===== src/rtl/mem_access_stage.sv =====
// Data-memory access stage for the RV64I pipeline.
// Converts EX/MEM load/store control into req/ack transactions on a
// variable-latency 64-bit data port, extends load data and stalls the pipe
// while a transaction is outstanding.
// Optional feature macro: MEM_MISALIGN_TRAP_EN (misaligned accesses raise
// mem_fault instead of being force-aligned).
module mem_access_stage (
  input  logic        clk,
  input  logic        reset_n,
  input  logic        MemRead,
  input  logic        MemWrite,
  input  logic        MemtoReg,
  input  logic        RegWrite,
  input  logic [2:0]  Funct3,
  input  logic [63:0] ALUResult,
  input  logic [63:0] StoreData,
  input  logic [4:0]  WriteReg,
  input  logic [63:0] dmem_rdata,
  input  logic        dmem_ack,
  output logic        dmem_req,
  output logic        dmem_we,
  output logic [63:0] dmem_addr,
  output logic [63:0] dmem_wdata,
  output logic [7:0]  dmem_be,
  output logic [63:0] ReadData,
  output logic [63:0] ReadData2,
  output logic [4:0]  OutWriteReg,
  output logic        OutMemtoReg,
  output logic        OutRegWrite,
  output logic        maintain,
  output logic        mem_fault
);

  typedef enum logic [1:0] {IDLE, BUSY, DONE} state_t;

  state_t      state, state_nxt;
  logic        access;
  logic        start;
  logic        trap;
  logic [1:0]  size;
  logic [2:0]  align_mask;
  logic [2:0]  off;
  logic [63:0] wdata_n;
  logic [7:0]  be_n;
  logic [63:0] lane;
  logic [63:0] load_ext;
  logic [63:0] read_q;

  assign access = MemRead | MemWrite;
  assign size   = Funct3[1:0];

  // Low address bits that must be zero for a naturally aligned access.
  always_comb begin
    case (size)
      2'd0:    align_mask = 3'b000;
      2'd1:    align_mask = 3'b001;
      2'd2:    align_mask = 3'b011;
      default: align_mask = 3'b111;
    endcase
  end

`ifdef MEM_MISALIGN_TRAP_EN
  logic misalign;
  logic fault_q;

  assign misalign = |(ALUResult[2:0] & align_mask);
  assign off      = ALUResult[2:0];
  assign trap     = (state == IDLE) && access && misalign;

  // Fault flag is a one-cycle registered pulse after the trapping access.
  always_ff @(posedge clk or negedge reset_n) begin
    if (!reset_n) fault_q <= 1'b0;
    else          fault_q <= trap;
  end
  assign mem_fault = fault_q;
`else
  assign off       = ALUResult[2:0] & ~align_mask;
  assign trap      = 1'b0;
  assign mem_fault = 1'b0;
`endif

  assign start = (state == IDLE) && access && !trap;

  // Stall whenever a transaction is starting or outstanding; forced low in reset.
  assign maintain = reset_n && (start || (state == BUSY));

  // Store lane replication and byte-enable generation.
  always_comb begin
    wdata_n = '0;
    be_n    = '0;
    case (size)
      2'd0: begin wdata_n = {8{StoreData[7:0]}};  be_n = 8'h01 << off; end
      2'd1: begin wdata_n = {4{StoreData[15:0]}}; be_n = 8'h03 << off; end
      2'd2: begin wdata_n = {2{StoreData[31:0]}}; be_n = 8'h0F << off; end
      default: begin wdata_n = StoreData;         be_n = 8'hFF;        end
    endcase
  end

  // Load lane selection and sign/zero extension from the returning doubleword.
  always_comb begin
    lane     = dmem_rdata >> {off, 3'b000};
    load_ext = lane;
    case (Funct3)
      3'b000:  load_ext = {{56{lane[7]}},  lane[7:0]};
      3'b001:  load_ext = {{48{lane[15]}}, lane[15:0]};
      3'b010:  load_ext = {{32{lane[31]}}, lane[31:0]};
      3'b100:  load_ext = {56'd0, lane[7:0]};
      3'b101:  load_ext = {48'd0, lane[15:0]};
      3'b110:  load_ext = {32'd0, lane[31:0]};
      default: load_ext = lane;
    endcase
  end

  // State register.
  always_ff @(posedge clk or negedge reset_n) begin
    if (!reset_n) state <= IDLE;
    else          state <= state_nxt;
  end

  // Next-state logic: IDLE -> BUSY on access, BUSY -> DONE on ack, DONE -> IDLE.
  always_comb begin
    state_nxt = state;
    case (state)
      IDLE:    if (start)    state_nxt = BUSY;
      BUSY:    if (dmem_ack) state_nxt = DONE;
      DONE:    state_nxt = IDLE;
      default: state_nxt = IDLE;
    endcase
  end

  // Bus request fields latched at start and held until ack; load result captured on ack.
  always_ff @(posedge clk or negedge reset_n) begin
    if (!reset_n) begin
      dmem_req   <= 1'b0;
      dmem_we    <= 1'b0;
      dmem_addr  <= '0;
      dmem_wdata <= '0;
      dmem_be    <= '0;
      read_q     <= '0;
    end else if (start) begin
      dmem_req   <= 1'b1;
      dmem_we    <= MemWrite;
      dmem_addr  <= {ALUResult[63:3], 3'b000};
      dmem_wdata <= wdata_n;
      dmem_be    <= be_n;
    end else if ((state == BUSY) && dmem_ack) begin
      dmem_req   <= 1'b0;
      read_q     <= dmem_we ? '0 : load_ext;
    end
  end

  assign ReadData    = (state == DONE) ? read_q : '0;
  assign ReadData2   = ALUResult;
  assign OutWriteReg = WriteReg;
  assign OutMemtoReg = MemtoReg;
  assign OutRegWrite = RegWrite & ~trap;

endmodule


===== config.mk =====
export PLATFORM = sky130hd
export DESIGN_NAME = mem_access_stage
export DESIGN_NICKNAME = d
export VERILOG_FILES = /design/src/rtl/mem_access_stage.sv
export SDC_FILE = /design/constraint.sdc
export NUM_CORES = 1
export LEC_CHECK = 0
export ABC_CLOCK_PERIOD_IN_PS = 2100
export CORE_AREA = 2 2 185 187
export DETAILED_ROUTE_END_ITERATION = 8
export DIE_AREA = 0 0 187 189
export PLACE_DENSITY = 0.73
export REMOVE_ABC_BUFFERS = 1
export SETUP_SLACK_MARGIN = 0.4
export SLEW_MARGIN = 20
export SYNTH_ARGS = -nofsm -noshare
export SYNTH_HDL_FRONTEND = slang
export SYNTH_SLANG_ARGS = --single-unit

===== constraint.sdc =====
create_clock -name clk -period 2.1 [get_ports clk]
set_input_delay 0.63 -clock clk [delete_from_list [all_inputs] [get_ports clk]]
set_output_delay 0.63 -clock clk [all_outputs]
set_load 0.05 [all_outputs]

Yosys cells after proc, flatten, opt, wreduce, memory -nomap -nowiden

Cells that the tools add are included.

Bits in registers: 201
Latch bits: 0
RAM bits: 0
Memory bits (read-only): 0
Output and inout bits: 275
Logic and storage cells: 47
Memories: 0

Add/sub/neg operators: 0
$mul: 0
Div/mod/pow operators: 0
Magnitude comparators: 0
Eq/ne operators: 11
Shifts and indexed selects: 4
Muxes and demuxes: 11
Bitwise operators: 4
Reductions and logical operators: 10

Operators with widths:

| kind                                            | count |
|---|---|
| case mux 64 bit (6 select lines)                | 1 |
| case mux 64 bit (3 select lines)                | 1 |
| 2-to-1 mux 64 bit                               | 2 |
| >> shifter 64 x 6 -> 64 bit                     | 1 |
| case mux 8 bit (3 select lines)                 | 1 |
| == test 3 bit, second input constant            | 3 |
| case mux 3 bit (3 select lines)                 | 1 |
| left shift 1 x 3 -> 8 bit, first input constant | 1 |
| left shift 2 x 3 -> 8 bit, first input constant | 1 |
| left shift 4 x 3 -> 8 bit, first input constant | 1 |
| == test 2 x 1 -> 1 bit, second input constant   | 2 |
| == test 2 bit, second input constant            | 2 |
| logical NOT 2 bit                               | 2 |
| 2-to-1 mux 2 bit                                | 2 |
| != test 2 bit, second input constant            | 2 |
| case mux 2 bit (2 select lines)                 | 1 |
| AND reduction 2 bit                             | 2 |
| AND 3 bit                                       | 1 |
| == test 3 x 1 -> 1 bit, second input constant   | 1 |
| == test 3 x 2 -> 1 bit, second input constant   | 1 |
| logical AND 1 bit                               | 3 |
| logical NOT 3 bit                               | 1 |
| inverter 3 bit                                  | 1 |
| 2-to-1 mux 1 bit                                | 2 |
| 4 further kinds                                 | 4 |

Depth between registers and ports, before layout

Depth after elaboration: 7
Depth in mapped cells: 10

Worst setup path after synthesis

No wires, ideal clock.

Kind: input to register
Start point: input Funct3[0]
End point: register read_q[54]
Arrival time: 2.710 ns
Path slack: -0.735 ns
Cell stages on the path: 10
Buffers on the path: 3
Cells stage by stage: inv_1 > ha_1 > and2_1 > buf_6 > mux4_2 > mux2_4 > a2111oi_4 > buf_6 > buf_8 > o21ai_2

Cells in the longest elaborated chain, start to end: 7

Ends and longest elaborated chain:

| what                                        | RTL line | RTL |
|---|---|---|
| start: declaration                          | 14       | `input logic [2:0] Funct3,` |
| == test 2 bit, or another cell as far along | 54       | `case (size)` |
| case mux 3 bit (3 select lines)             | 54       |  |
| inverter 3 bit                              | 77       | `assign off = ALUResult[2:0] & ~align_mask;` |
| AND 3 bit                                   | 77       |  |
| >> shifter 64 x 6 -> 64 bit                 | 101      | `lane = dmem_rdata >> {off, 3'b000};` |
| case mux 64 bit (6 select lines) *          | 103      | `case (Funct3)` |
| 2-to-1 mux 64 bit *                         | 148      | `read_q <= dmem_we ? '0 : load_ext;` |
| end signal: assignment                      | 148      |  |
| end: declaration                            | 47       | `logic [63:0] read_q;` |

Mark *: on every way between the ends. The rest lies on a longest branch, timed or not.
A chain may end at the register's enable or synchronous reset.

Worst setup path in the final report

Start point: register state[0]
End point: output ReadData[23]

Cells in the longest elaborated chain, start to end: 2

Ends and longest elaborated chain:

| what                     | RTL line | RTL |
|---|---|---|
| start: declaration       | 36       | `state_t state, state_nxt;` |
| start signal: assignment | 117      | `else state <= state_nxt;` |
| == test 2 bit            | 152      | `assign ReadData = (state == DONE) ? read_q : '0;` |
| 2-to-1 mux 64 bit        | 152      |  |
| end: declaration         | 25       | `output logic [63:0] ReadData,` |

No other way between the ends.

==> out/results.ini <==
[run_status]
status=finished, violations left
violations=setup timing

[setup_path]
path_class=reg -> out
crit_arrival_ps=1770
end_kind=primary output
crit_required_ps=1470
r2r_start=state[0]
reg2reg_depth=13
crit-reg2reg-capture=dmem_wdata[48]
crit_path_start_kind=register
regToRegSetupSlack_ps=-40
crit_fanout=10

[die]
die_area_mm2=0.03534
rows=67
die_w_um=187
coreArea_mm2=0.03328
initial_core_util_pct=34.31
ios=482
die_h_um=189

[detailed_routing]
first_pass_iters=5
viasPerCell=5.602
drc=0
drt-total-wl_um=58340
first_iter_violations=1156
wl_per_cell_um=24.78
vias=13186
antenna_left=0

[synth]
synth_top_area_share_pct=44.05
syn_avg_cell_area_um2=8.354
ys_seq_area_share_pct=44.05
synth-main-ff-cell=dfrtp_1
ys_types=50
yosysMostFrequentCell=nand2_1
yosysTopAreaCell=dfrtp_1
ys_top_cells_by_area=dfrtp_1 (44%), nand2_1 (14%), buf_4 (4.9%), o21ai_0 (4.7%), and2_1 (3.6%)
synth-seq-cells=201
synth_common_cells=nand2_1 (438), dfrtp_1 (201), o21ai_0 (108)
yosysWarnings=0
synth-edff-count=0
ys_async_sr_fraction_pct=100.0
synthCells=1367
syn_area_mm2=0.01142

[clocking]
numCtsBuffers=23
insertion_delay_ps=530
clockBufferDepth=3
cts_root_buf=clkbuf_16
cts.clk_slew.worst_paths_ps=70
htreeDepth=1
cts_tree=yes
clock-sinks=201

[sta]
rsz0062_at_grt=yes
final-max-slew-violation-count=0
whs_ps=231.7
fmax_mhz=416.4
fin_skew_ps=10.67
post-route-min-period_ps=2402
tns_ps=-30310
worst_slew_pin_slew_ps=922.2
fin_ws_ps=-301.5
setup_viol=137
post-route-period-util_pct=114.4
slew_headroom_pct=38.52
hold_viol=0

[placed_design]
dpl.hpwl_um=35940
portBuffers=463
gp_congestion=0.9207

[global_routing]
grt_util_all_layers_pct=29.07
grt_busiest_layer=met2
antenna_found_initial=8
grt_pass1_wl_um=79340
grt_util_met3_pct=8.582
use_met2_pct=50.03
grt_pass1_vias=12688
use_met1_pct=32.93
overflow=0
grt_max_degree=154

[final_layout]
layout-drive-gt1-share_pct=49.05
fin_nets=2100
syn2layout_area_growth_pct=93.04

[pwr]
p_leak_uw=0.01028
p_per_area_mw_per_mm2=1388
ir_worst_vdd_v=0.001023

[min_path]
hp-class=in -> async

[job]
maxCapViolCount=0

logic make-up (layout without fill, tap and decap cells):
| logic type | count (synthesis) | in the layout | synth area share [%] |
|---|---|---|---|
| buffers and inverters | 198 | 731 | 9.302 |
| adders and majority gates | 5 | 5 | 0.5478 |
| muxes | 53 | 53 | 6.552 |
| and+or+nand+nor | 606 | 607 | 22.22 |
| other | 1 | 6 | 0.03284 |
| DFF | 201 | 201 | 44.05 |
| AOI/OAI and AO/OA | 303 | 303 | 17.30 |
report_power, final:
part	internal, uW	leakage, uW	switching (uW)
clock network	2530	0.000386	1810
logic	7500	0.00738	11500
registers	5760	0.00251	1520
layout make-up:
| type | count | area (um2) |
|---|---|---|
| Antenna cell | 2 | 5.005 |
| Clock buffer | 29 | 638.1 |
| Clock inverter | 12 | 151.4 |
| Fill cell | 2345 | 11240 |
| Inverter | 16 | 70.07 |
| Multi-Input combinational cell | 972 | 6937 |
| Sequential cell | 201 | 5035 |
| Tap cell | 448 | 560.5 |
| Timing Repair Buffer | 674 | 8648 |
timing repair:
action | in CTS | in global routing
endpoints found under the setup margin | 435 | 420
hold buffers | 0 | 0
resized for setup | 405 | 403
cloned | 22 | 19
pin swaps | 82 | 189
buffers inserted | 25 | 26
worst max-delay path: stages, from the launching register on:
cell,delay (ps)
dfrtp_2,450
nor2b_4,140
buf_12,180
buf_16,160
and2_4,180
buf_12,140
sequential cells by signal, summed over array words and instances (netlist names):
| name | flops |
|---|---|
| dmem_addr | 61 |
| dmem_wdata | 64 |
| dmem_req | 1 |
| dmem_be | 8 |
| dmem_we | 1 |
| state | 2 |
| read_q | 64 |
through the flow:
step | worst slack [ps] | instance area, um2 | power (uW) | std cells | util (%)
floorplan | -4008 | 10430 | 14750 | 1188 | -
global placement | -1242 | 17770 | 20700 | 2219 | 53.40
detailed placement | -1353 | 17770 | 20970 | 2219 | 53.40
CTS | -287.2 | 20100 | 27090 | 2307 | 60.40
global route | -325.5 | 22040 | 31690 | 2353 | 66.23
finish | -301.5 | 22040 | 30610 | 2354 | 66.24
routing by layer:
metal / part of all wire, % / vias up
met1: 34 / 6424
met2: 49 / 837
met3: 9.4 / 244
met4: 7.0 / 12
met5: 0.13 / -
li1: - / 5669
cell usage in the layout (no fill, tap or decap), types with 24 or more instances in the layout:
cell type,Yosys,final
nand2_1,438,283
and2_4,0,65
dlygate4sd2_1,0,41
clkdlybuf4s50_1,0,124
buf_4,75,213
nand2_2,0,92
mux2i_1,35,32
o211ai_1,33,33
nand2_4,0,63
a21oi_2,1,24
buf_12,0,162
a21oi_1,55,32
a32oi_1,37,37
dfrtp_1,201,197
clkbuf_16,0,40
buf_6,2,47
o21ai_0,108,39
buf_16,0,24
o21ai_2,9,69
nand3_1,33,26
how the worst max path moves through the flow:
stage / start / to / slack (ps)
2_1_floorplan: MemWrite / dmem_be[0] / -4010
3_3_place_gp: Funct3[0] / read_q[26] / -1240
3_5_place_dp: Funct3[0] / read_q[29] / -1350
4_1_cts: state[0] / ReadData[10] / -290
5_1_grt: state[0] / ReadData[62] / -330
6_report: state[0] / ReadData[23] / -300
(Power assumes the default switching activity.)
